$ cat src/rtl/clkgen_pkg.sv
// clkgen_pkg: shared types and helpers for the multi-channel clock generator.
// Optional build macro: CLKGEN_ALIGN_EN (see clkgen_multi).
package clkgen_pkg;

    // Request fields are sized for the largest supported configuration
    // (16 channels, 16-bit divide values).
    localparam int CHAN_W_MAX = 4;
    localparam int DIV_W_MAX  = 16;

    // A divide value of zero parks the channel low.
    localparam int DIV_OFF = 0;

    typedef struct packed {
        logic [CHAN_W_MAX-1:0] chan;
        logic [DIV_W_MAX-1:0]  div;
    } cfg_req_t;

    // Channel-select width: clog2(n), but never narrower than one bit.
    function automatic int chan_w(input int n);
        return (n <= 2) ? 1 : $clog2(n);
    endfunction

endpackage

$ cat src/rtl/clkgen_channel.sv
// clkgen_channel: one divided clock with half-period counter, 50% toggle,
// pre-rise enable strobe and a boundary flag telling the top when a new
// divide value may be loaded without cutting a half-period short.
module clkgen_channel
    import clkgen_pkg::*;
#(
    parameter int DW      = 8,
    parameter int DEF_DIV = 1
) (
    input  logic          clk,
    input  logic          reset,
    input  logic          load,
    input  logic [DW-1:0] load_div,
    input  logic          align,
    output logic          div_clk,
    output logic          clk_en,
    output logic          bnd
);

    logic [DW-1:0] cnt;
    logic [DW-1:0] div;
    logic          run;
    logic          wrap;

    assign run  = (div != DW'(DIV_OFF));
    assign wrap = (cnt == div - DW'(1));

    // Strobe precedes the rising edge; forced low while reset is held so the
    // reset state of the outputs is all-zero.
    assign clk_en = run && wrap && !div_clk && !reset;

    // Safe load point: channel idle, or the edge where div_clk falls.
    assign bnd = !run || (wrap && div_clk);

    // Counter / toggle / divide register; a load always restarts low at cnt 0.
    always_ff @(posedge clk) begin
        if (reset) begin
            div     <= DW'(DEF_DIV);
            cnt     <= '0;
            div_clk <= 1'b0;
        end else if (load) begin
            div     <= load_div;
            cnt     <= '0;
            div_clk <= 1'b0;
        end else if (run) begin
            if (align) begin
                cnt     <= '0;
                div_clk <= 1'b0;
            end else if (wrap) begin
                cnt     <= '0;
                div_clk <= ~div_clk;
            end else begin
                cnt <= cnt + DW'(1);
            end
        end
    end

endmodule

$ cat src/rtl/clkgen_multi.sv
// clkgen_multi: NCH programmable divided clocks with enable strobes.
// A single pending slot holds one accepted update until the target channel
// reaches a safe boundary. Define CLKGEN_ALIGN_EN to make every applied
// update also restart all running channels phase-aligned.
module clkgen_multi
    import clkgen_pkg::*;
#(
    parameter int  NCH     = 4,
    parameter int  DW      = 8,
    parameter int  DEF_DIV = 1,
    localparam int CW      = chan_w(NCH)
) (
    input  logic           clk,
    input  logic           reset,
    input  logic           cfg_valid,
    input  logic [CW-1:0]  cfg_chan,
    input  logic [DW-1:0]  cfg_div,
    output logic           cfg_ready,
    output logic           cfg_err,
    output logic [NCH-1:0] div_clk,
    output logic [NCH-1:0] clk_en,
    output logic           busy
);

    cfg_req_t       pend;
    logic           pend_vld;
    logic           err_q;
    logic           accept;
    logic           in_range;
    logic           apply;
    logic [NCH-1:0] bnd;
    logic [NCH-1:0] load;
    logic [NCH-1:0] align;
    logic           unused_div_bits;

    assign busy      = pend_vld;
    assign cfg_ready = !pend_vld;
    assign cfg_err   = err_q;
    assign accept    = cfg_valid && cfg_ready;
    assign in_range  = (32'(cfg_chan) < NCH);
    assign apply     = |load;

    // Divide bits above DW are carried by the request struct but never used.
    assign unused_div_bits = ^pend.div;

`ifdef CLKGEN_ALIGN_EN
    assign align = {NCH{apply}};
`else
    assign align = '0;
`endif

    // Pending slot and error pulse; out-of-range requests are dropped.
    always_ff @(posedge clk) begin
        if (reset) begin
            pend_vld <= 1'b0;
            pend     <= '0;
            err_q    <= 1'b0;
        end else begin
            err_q <= accept && !in_range;
            if (accept && in_range) begin
                pend_vld  <= 1'b1;
                pend.chan <= CHAN_W_MAX'(cfg_chan);
                pend.div  <= DIV_W_MAX'(cfg_div);
            end else if (apply) begin
                pend_vld <= 1'b0;
            end
        end
    end

    for (genvar i = 0; i < NCH; i++) begin : g_ch
        assign load[i] = pend_vld && (pend.chan == CHAN_W_MAX'(i)) && bnd[i];

        clkgen_channel #(
            .DW      (DW),
            .DEF_DIV (DEF_DIV)
        ) u_ch (
            .clk      (clk),
            .reset    (reset),
            .load     (load[i]),
            .load_div (DW'(pend.div)),
            .align    (align[i]),
            .div_clk  (div_clk[i]),
            .clk_en   (clk_en[i]),
            .bnd      (bnd[i])
        );
    end

endmodule

$ cat config.mk
export PLATFORM = sky130hd
export DESIGN_NAME = clkgen_multi
export DESIGN_NICKNAME = d
export VERILOG_FILES = /design/src/rtl/clkgen_pkg.sv /design/src/rtl/clkgen_channel.sv /design/src/rtl/clkgen_multi.sv
export SDC_FILE = /design/constraint.sdc
export NUM_CORES = 1
export LEC_CHECK = 0
export BUFFER_PORTS_ARGS = -buffer_cell sky130_fd_sc_hd__buf_2
export CORE_AREA = 2 2 92 161
export DETAILED_ROUTE_END_ITERATION = 7
export DIE_AREA = 0 0 94 163
export SLEW_MARGIN = 20
export SYNTH_ARGS = -nofsm -noshare
export SYNTH_HDL_FRONTEND = slang
export SYNTH_HIERARCHICAL = 1
export SYNTH_SLANG_ARGS = --single-unit
$ cat constraint.sdc
create_clock -name clk -period 3.6 [get_ports clk]
set_clock_uncertainty 0.15 [all_clocks]
set_input_delay 0 -clock clk [delete_from_list [all_inputs] [get_ports clk]]
set_output_delay 0 -clock clk [all_outputs]
set_load 0.1 [all_outputs]
==> Yosys cells after proc, flatten, opt, wreduce, memory -nomap -nowiden <==
Cells that the tools add are included.
{ "op_classes": {"n_addsub": 8, "multipliers": 0, "div_mod_pow": 0, "magnitude_cmp": 0, "n_eq_ne": 7, "shift": 0, "n_mux": 6, "n_bitwise": 4, "n_reduce_logical": 54} }
{ "ops": {"columns": ["op", "count"], "rows": [
  ["$add 8x1->8 const B", 4],
  ["$eq 8x8->1", 4],
  ["$mux 8", 4],
  ["$reduce_bool 8->1", 4],
  ["$sub 8x1->8 const B", 4],
  ["$logic_and 1x1->1", 25],
  ["$logic_not 1->1", 10],
  ["$reduce_and 2->1", 4],
  ["$reduce_or 2->1", 4],
  ["$eq 2x2->1 const B", 2],
  ["$logic_not 4->1", 1],
  ["$logic_or 1x1->1", 4],
  ["$not 1->1", 4],
  ["$reduce_or 4->1", 1],
  ["$eq 2x1->1 const B", 1],
  ["$mux 1", 2],
  ["$reduce_bool 2->1", 1]
]} }
{ "totals": {"ff_bits": 79, "latchBits": 0, "ram_bits": 0, "mem_bits_ro": 0, "in_bits": 13, "output_inout_bits": 11, "word_cells": 94, "memories": 0} }

==> Logic depth before layout (Yosys ltp) <==
Gate-level depths: netlist (run 1).
{ "logic_depth": {"depth_word": 8, "ltp_mapped": 16, "ltp_nobuf": 14} }

==> Hierarchy <==
The synthesis (run 1) kept the hierarchy.
{ "by_module_without_submodules": {"columns": ["module", "n_inst", "cells_each", "area_per_inst_um2", "seq_area_each_um2"], "rows": [
  ["clkgen_channel", 4, 118, 1019.7, 340.3],
  ["clkgen_multi", 1, 63, 478.0, 220.2]
]} }

==> Worst setup path before layout (run 1) <==
OpenSTA, ideal clock, no wires.
{ "synth_path": {"path_kind": "register to output", "startpoint": "reg g_ch[0].u_ch.div[0]", "endpoint": "out clk_en[0]", "arrival_time_ns": 4.389, "t_required_ns": 3.450, "setup_slack_ns": -0.939, "path_stages_with_launch": 8, "n_path_buf": 0, "path_cell_list": "dfxtp_1 > inv_1 > ha_1 > nor4b_1 > o31ai_1 > a22o_1 > or2_1 > nor4_1"} }
{ "synth_between": {"elab_chain_cells": 5, "word_cells_on_any_way": 6, "classes_between": "1 x add/sub; 1 x eq/ne; 4 x reduce/logical"} }
{ "synth_rtl": {"columns": ["item", "line", "source"], "rows": [
  ["start, declared", "clkgen_channel.sv:21", "logic [DW-1:0] div;"],
  ["start signal, assigned", "clkgen_channel.sv:38", "div <= DW'(DEF_DIV);"],
  ["start signal, assigned", "clkgen_channel.sv:42", "div <= load_div;"],
  ["$sub 8x1->8", "clkgen_channel.sv:26", "assign wrap = (cnt == div - DW'(1));"],
  ["$eq 8x8->1", "clkgen_channel.sv:26", null],
  ["$logic_and 1x1->1 (*) (3 in series)", "clkgen_channel.sv:30", "assign clk_en = run && wrap && !div_clk && !reset;"],
  ["end, declared", "clkgen_multi.sv:21", "output logic [NCH-1:0] clk_en,"]
]} }
Every way passes the cells marked *; elsewhere a longest branch is shown, timed or not.

==> Final worst setup path (run 1) <==
{ "layout_path": {"startpoint": "reg g_ch[0].u_ch.div[0]", "endpoint": "reg g_ch[0].u_ch.div_clk"} }
{ "layout_between": {"elab_chain_cells": 6, "word_cells_on_any_way": 9, "classes_between": "1 x add/sub; 1 x eq/ne; 7 x reduce/logical"} }
{ "layout_rtl": {"columns": ["item", "line", "source"], "rows": [
  ["$sub 8x1->8", "clkgen_channel.sv:26", null],
  ["$eq 8x8->1", "clkgen_channel.sv:26", null],
  ["$logic_and 1x1->1", "clkgen_channel.sv:33", "assign bnd = !run || (wrap && div_clk);"],
  ["$logic_or 1x1->1 (*)", "clkgen_channel.sv:33", null],
  ["via bnd[0]", "clkgen_multi.sv:31", "logic [NCH-1:0] bnd;"],
  ["$logic_and 1x1->1 (*)", "clkgen_multi.sv:71", "assign load[i] = pend_vld && (pend.chan == CHAN_W_MAX'(i)) && bnd[i];"],
  ["via load[0]", "clkgen_multi.sv:32", "logic [NCH-1:0] load;"],
  ["$reduce_or 2->1 (no line) (*)", null, null],
  ["end signal, assigned", "clkgen_channel.sv:51", "div_clk <= ~div_clk;"],
  ["end, declared", "clkgen_channel.sv:15", "output logic div_clk,"]
]} }
The timed path passes the listed nets; every way through them passes the cells marked *.
A chain may end at the register's enable or synchronous reset.

==> flow_summary.toml, run 1 <==
[logic_synthesis]
yosys.area_share.simple_pct = 28.80
muxShareOfSynthArea_pct = 6.150
ys_top_cells_by_area = "dfxtp_1, xnor2_1, mux2i_1"
yosysTopAreaCellShare_pct = 34.71
seq_area_frac_synth_pct = 34.71
synth_top_family_by_area = "simple AND/OR/NAND/NOR gates"
synth_common_cells = "dfxtp_1, nor2_1, nand2_1"
synth_ff_type = "dfxtp_1"
ys_async_sr_fraction_pct = 0
synth_compound_area_share_pct = 10.32
synthCells = 535
synthAdderAreaFrac_pct = 3.295
synth_edf_count = 0
yosysUniqueCellTypes = 40
yosys.area.top_type = "dfxtp_1"
synthXorXnorAreaFrac_pct = 13.07
yosysMostFrequentCell = "dfxtp_1"
yosys_warnings = 6
syn_avg_cell_area_sq_um = 8.518
syn_area_sq_um = 4557
ys_ff_latch = 79

[floorplanning]
ios = 24
fp-row-count = 58
die_y_um = 163
fp.dieArea_sq_um = 15320
core_area_sq_um = 14150
initial_utilization_pct = 32.20
die_width_um = 94

[detailed_routing]
wirelength_um = 10680
ant_nets = 0
firstDrtPassIters = 4
via_per_inst = 4.955
drt-initial-drc-count = 181
vias = 3786
routedWlPerCell_um = 13.98
drc = 0

[timing]
slew_viol_final = 0
fmaxAchievable_mhz = 303.7
period_minus_slack_ns = 3.293
setup_viol = 0
final.setup.worst_slack_ns = 0.3074
hold_violations = 0
maxSlewHeadroom_pct = 34.77
rsz0062_at_grt = "no"
tightest_slew_ns = 0.9785
fin_setup_tns_ns = 0
post-route-period-util_pct = 91.46

[clock_tree]
h-tree-depth = 3
cts_made_buffers = 9
cts_buffer_depth = 2
cts_tree = "yes"
cts_root_buffer = "clkbuf_16"
clock_latency_ns = 0.33
clock-sinks = 79
clk_pin_slew_ns = 0.06

[critical_path]
path_class = "flip-flop to flip-flop"
cp.arrival_ns = 3.42
required_ns = 3.72
end_kind = "flip-flop"
crit_family = "simple AND/OR/NAND/NOR gates"
cpMaxStageDelayCell = "or4_1"
critPathLaunchType = "flip-flop"
cpPeakStageDelay_ns = 0.43
regToRegEndpoint = "g_ch[0].u_ch/div_clk"
ff2ff_path_depth = 14
crit_path_max_fanout = 6
cpMostUsedCell = "nor3_1"
crit_buf_inv = 1
path_cells = "inv_1 > ha_1 > nor3b_2 > xnor2_1 > nor3_1 > nand3_1 > or2_4 > o21ai_0 > and2b_1 > nor2b_1 > or2_2 > or4_1 > nor3_1 > a221o_1"
rr_startpoint = "g_ch[0].u_ch/div[0]"
r2r_slack_ns = 0.31

[run]
drv_cap = 0

[global_routing]
track_usage_pct = 14.73
gr-usage-met3_pct = 2.267
grt_max_degree = 54
use_met1_pct = 16.14
antenna_found_initial = 0
overflow = 0
grt_busiest_layer = "met2"
gr-usage-met2_pct = 27.86
grt_pass1_wl_um = 18110
grt_pass1_vias = 3863

[placement]
dp_cells = 737
gp_congestion = 0.8051
io_buffer_count = 22
dp_hpwl_um = 8151
pre_cts_ws_ns = 0.2854

[min_path]
hold_path_class = "input port to flip-flop"
hp-start = "cfg_valid"
worstHoldEndpoint = "pend[6]"
holdPathStages = 4

[power]
ir_drop_uv = 309.0
p_leak_nw = 1.897
powerDensity_nw_per_um2 = 475.8

[layout]
stdcell_count = 764
num-fill-cells = 1438
syn_to_final_growth_pct = 17.27
drive_above_1_share_pct = 12.50
diodes = 0
fin_nets = 604

[status]
status = "completed"
-- timing repair --
item | 4_1_cts | 5_1_grt
hold endpoints to repair | 10 | 0
hold buffers | 10 | 0
buffers inserted | 0 | 1
gates resized for setup | 0 | 1
setup endpoints to repair | 0 | 1
-- metrics by stage --
stage               hold slack (ns)  total power [mW]  cell area (sq um)  util [%]
finish                       0.1138             2.543               5344     37.76
global route                 0.1509             2.667               5344     37.76
CTS                          0.1138             2.546               5334     37.69
detailed placement           0.1004             1.585               4923     34.79
global placement            0.09825             1.570               4923     34.79
floorplan                  -0.01403             1.469               4657         -
-- tightest hold or removal path: stages --
cell and delay (ns):
buf_2 0.11, nor2b_1 0.27, nand2_1 0.12, a21oi_1 0.05
-- flip-flops by register name, summed over array words and instances, names as in the netlist --
register,flops
busy,1
g_ch.u_ch/cnt,32
g_ch.u_ch/div,32
g_ch.u_ch/div_clk,4
pend,10
-- worst max-delay path by stage --
stage / slack, ns / start / cells past startpoint / endpoint
2_1_floorplan: 0.20 / g_ch[1].u_ch/div[0] / 15 / g_ch[1].u_ch/div_clk
6_report: 0.31 / g_ch[0].u_ch/div[0] / 14 / g_ch[0].u_ch/div_clk
4_1_cts: 0.26 / g_ch[0].u_ch/div[0] / 13 / g_ch[0].u_ch/div_clk
3_5_place_dp: 0.29 / g_ch[0].u_ch/div[0] / 13 / g_ch[0].u_ch/div_clk
3_3_place_gp: 0.38 / g_ch[0].u_ch/div[0] / 13 / g_ch[0].u_ch/div_clk
5_1_grt: 0.05 / g_ch[0].u_ch/div[0] / 13 / g_ch[0].u_ch/div_clk
-- cells in the final DEF (no fill, tap or decap), drive strengths merged, types with 6 or more instances in the layout --
| cell type | Yosys | final |
|---|---|---|
| buf | 2 | 27 |
| xnor2 | 40 | 40 |
| inv | 17 | 17 |
| mux2i | 28 | 28 |
| nand2 | 47 | 47 |
| nand3 | 16 | 16 |
| nor3b | 16 | 16 |
| o21ai | 16 | 16 |
| dfxtp | 79 | 79 |
| nor4b | 10 | 10 |
| nand2b | 6 | 6 |
| a21oi | 22 | 22 |
| or2 | 12 | 12 |
| xor2 | 28 | 28 |
| a22o | 8 | 8 |
| nor2 | 75 | 75 |
| o31ai | 12 | 12 |
| nor4 | 8 | 8 |
| nand4 | 8 | 8 |
| conb | 1 | 21 |
| nor3 | 20 | 20 |
| dlygate4sd3 | 0 | 10 |
| clkbuf | 22 | 13 |
| ha | 12 | 12 |
-- layer usage --
metal  vias to the layer above  part of all wire (%)
met4                         0                   1.9
met3                        14                   2.5
met2                        68                    54
li1                       1914                     -
met5                         -                     0
met1                      1790                    41
-- layout make-up --
class | instances | area, sq um | area share, %
tap | 180 | 225.2 | 4.214
clock inverter | 3 | 40.04 | 0.7492
timing repair buffer | 37 | 247.7 | 4.636
inverter | 17 | 63.81 | 1.194
sequential | 79 | 1582 | 29.59
clock buffer | 13 | 270.3 | 5.057
multi-input combinational | 435 | 2915 | 54.55
-- where the power goes --
part / leakage (nW) / internal [mW] / switching (mW)
Sequential: 0.639 / 0.910 / 0.0572
Clock: 0.156 / 0.592 / 0.359
Combinational: 1.10 / 0.185 / 0.440
Total: 1.90 / 1.69 / 0.856
-- logic make-up after synthesis --
| kind of cell | Yosys count |
|---|---|
| muxes | 28 |
| buffers and inverters | 41 |
| AOI/OAI and AO/OA | 70 |
| other | 1 |
| adders and majority gates | 12 |
| and+or+nand+nor | 236 |
| DFF | 79 |
| xor gates and xnor gates | 68 |
Power figures use the tool's default switching activity.
==> inputs of run 2 (changes only) <==
- SLEW_MARGIN: 20 -> 10
- clock period: 3.6 -> 3.4 ns (I/O delays scaled with it)
==> run 2 against run 1 <==
Compared with the run above: sequential share of layout area increased by 0.084 points; critical path type unchanged; largest cell class unchanged; first-iteration DRC count fell by 8.3%; critical endpoint is now g_ch[1].u_ch/div_clk; via count is 0.63% lower.
==> flow_summary.toml, run 2 (synthesized netlist as in run 1, its figures left out) <==
[floorplanning]
core_area_sq_um = 14150
die_y_um = 163
fp-row-count = 58
initial_utilization_pct = 32.20
fp.dieArea_sq_um = 15320
die_width_um = 94
ios = 24

[power]
total_power_mw = 2.552
powerDensity_nw_per_um2 = 477.8
ir_drop_uv = 263.7
p_leak_nw = 1.887

[timing]
slew_viol_final = 0
rsz0062_at_grt = "no"
hold_violations = 0
final.setup.worst_slack_ns = 0.1957
period_minus_slack_ns = 3.204
post-route-period-util_pct = 94.24
maxSlewHeadroom_pct = 35.56
fmaxAchievable_mhz = 312.1
tightest_slew_ns = 0.9665
setup_viol = 0

[global_routing]
grt_max_degree = 54
grt_pass1_wl_um = 18030
antenna_found_initial = 0
gr-usage-met3_pct = 2.406
overflow = 0
grt_busiest_layer = "met2"
use_met1_pct = 15.48
grt_pass1_vias = 3789
gr-usage-met2_pct = 28.73
track_usage_pct = 14.93

[detailed_routing]
ant_nets = 0
drc = 0
vias = 3762
via_per_inst = 4.918
wirelength_um = 10740
firstDrtPassIters = 4
drt-initial-drc-count = 166
routedWlPerCell_um = 14.04

[clock_tree]
clock_latency_ns = 0.33
cts_root_buffer = "clkbuf_16"
clk_pin_slew_ns = 0.06
cts_buffer_depth = 2
cts_made_buffers = 9
clock-sinks = 79
cts_tree = "yes"
h-tree-depth = 3

[min_path]
hold_path_class = "input port to flip-flop"
holdPathStages = 4

[placement]
gp_congestion = 0.8199
dp_hpwl_um = 8288
io_buffer_count = 22
pre_cts_ws_ns = 0.06289

[status]
status = "completed"

[layout]
layout_commonest_cell = "dfxtp_1"
fin_nets = 608
num-fill-cells = 1457
syn_to_final_growth_pct = 17.22
mostFrequentLayoutCells = "dfxtp_1, nor2_1, nand2_1, xnor2_1"
multi_input_area_sq_um = 2937
layout.area.seq_sq_um = 1585
largestRegisters = "g_ch.u_ch/cnt x32, g_ch.u_ch/div x32, pend x10"
diodes = 0
drive_above_1_share_pct = 14.36

[critical_path]
required_ns = 3.53
path_class = "flip-flop to flip-flop"
ff2ff_path_depth = 13
cp.arrival_ns = 3.33
end_kind = "flip-flop"
critPathLaunchType = "flip-flop"
crit_path_max_fanout = 6

[run]
drv_cap = 0
-- run 2: what timing repair did --
action	4_1_cts	5_1_grt
endpoints found under the hold margin	10	0
hold buffers	10	0
setup endpoints to repair	0	14
resized for setup	0	11
setup buffers	0	4
-- run 2: worst paths after layout --
| check | startpoint | end | slack (ns) |
|---|---|---|---|
| max reg2reg | g_ch[1].u_ch/div[1] | g_ch[1].u_ch/div_clk | 0.20 |
| min | cfg_valid | pend[16] | 0.11 |
| min reg2reg | pend[16] | pend[16] | 0.32 |
| max | g_ch[1].u_ch/div[1] | g_ch[1].u_ch/div_clk | 0.20 |
-- run 2: worst max-delay path, stage by stage, from the launching register on --
cell and delay [ns]:
dfxtp_1 0.40, inv_1 0.10, ha_2 0.22, nor4b_2 0.16, o31ai_1 0.27, a22o_1 0.21
or2_4 0.15, o21ai_0 0.07, and2b_4 0.18, nor2b_1 0.13, or2_2 0.35, or4_1 0.42
nor3_1 0.19, a221o_1 0.14
-- run 2: power breakdown --
part | switching [mW] | internal [mW]
registers | 0.0576 | 0.964
clock network | 0.361 | 0.500
logic | 0.464 | 0.206
-- run 2: layout make-up --
type,count,area share (%)
Inverter,17,1.195
Multi-Input combinational cell,435,54.98
Clock buffer,11,4.544
Tap cell,180,4.216
Sequential cell,79,29.68
Timing Repair Buffer,41,5.200
Clock inverter,2,0.1874
-- run 2: routing by layer --
| metal | vias up | routed length (um) |
|---|---|---|
| met5 | - | 0 |
| met1 | 1776 | 4280 |
| met3 | 14 | 213 |
| li1 | 1922 | - |
| met4 | 0 | 247 |
| met2 | 50 | 5998 |
-- run 2: per-stage QoR --
step	hold slack [ns]	util (%)	TNS [ns]	instance area (sq um)	instances
final	0.1128	37.75	0	5341	765
after global routing	0.1569	37.75	0	5341	765
after CTS	0.1153	37.34	0	5284	761
after detailed placement	0.09597	34.85	0	4931	738
after global placement	0.09690	34.85	0	4931	738
after floorplan	-0.01403	-	-0.002118	4657	555
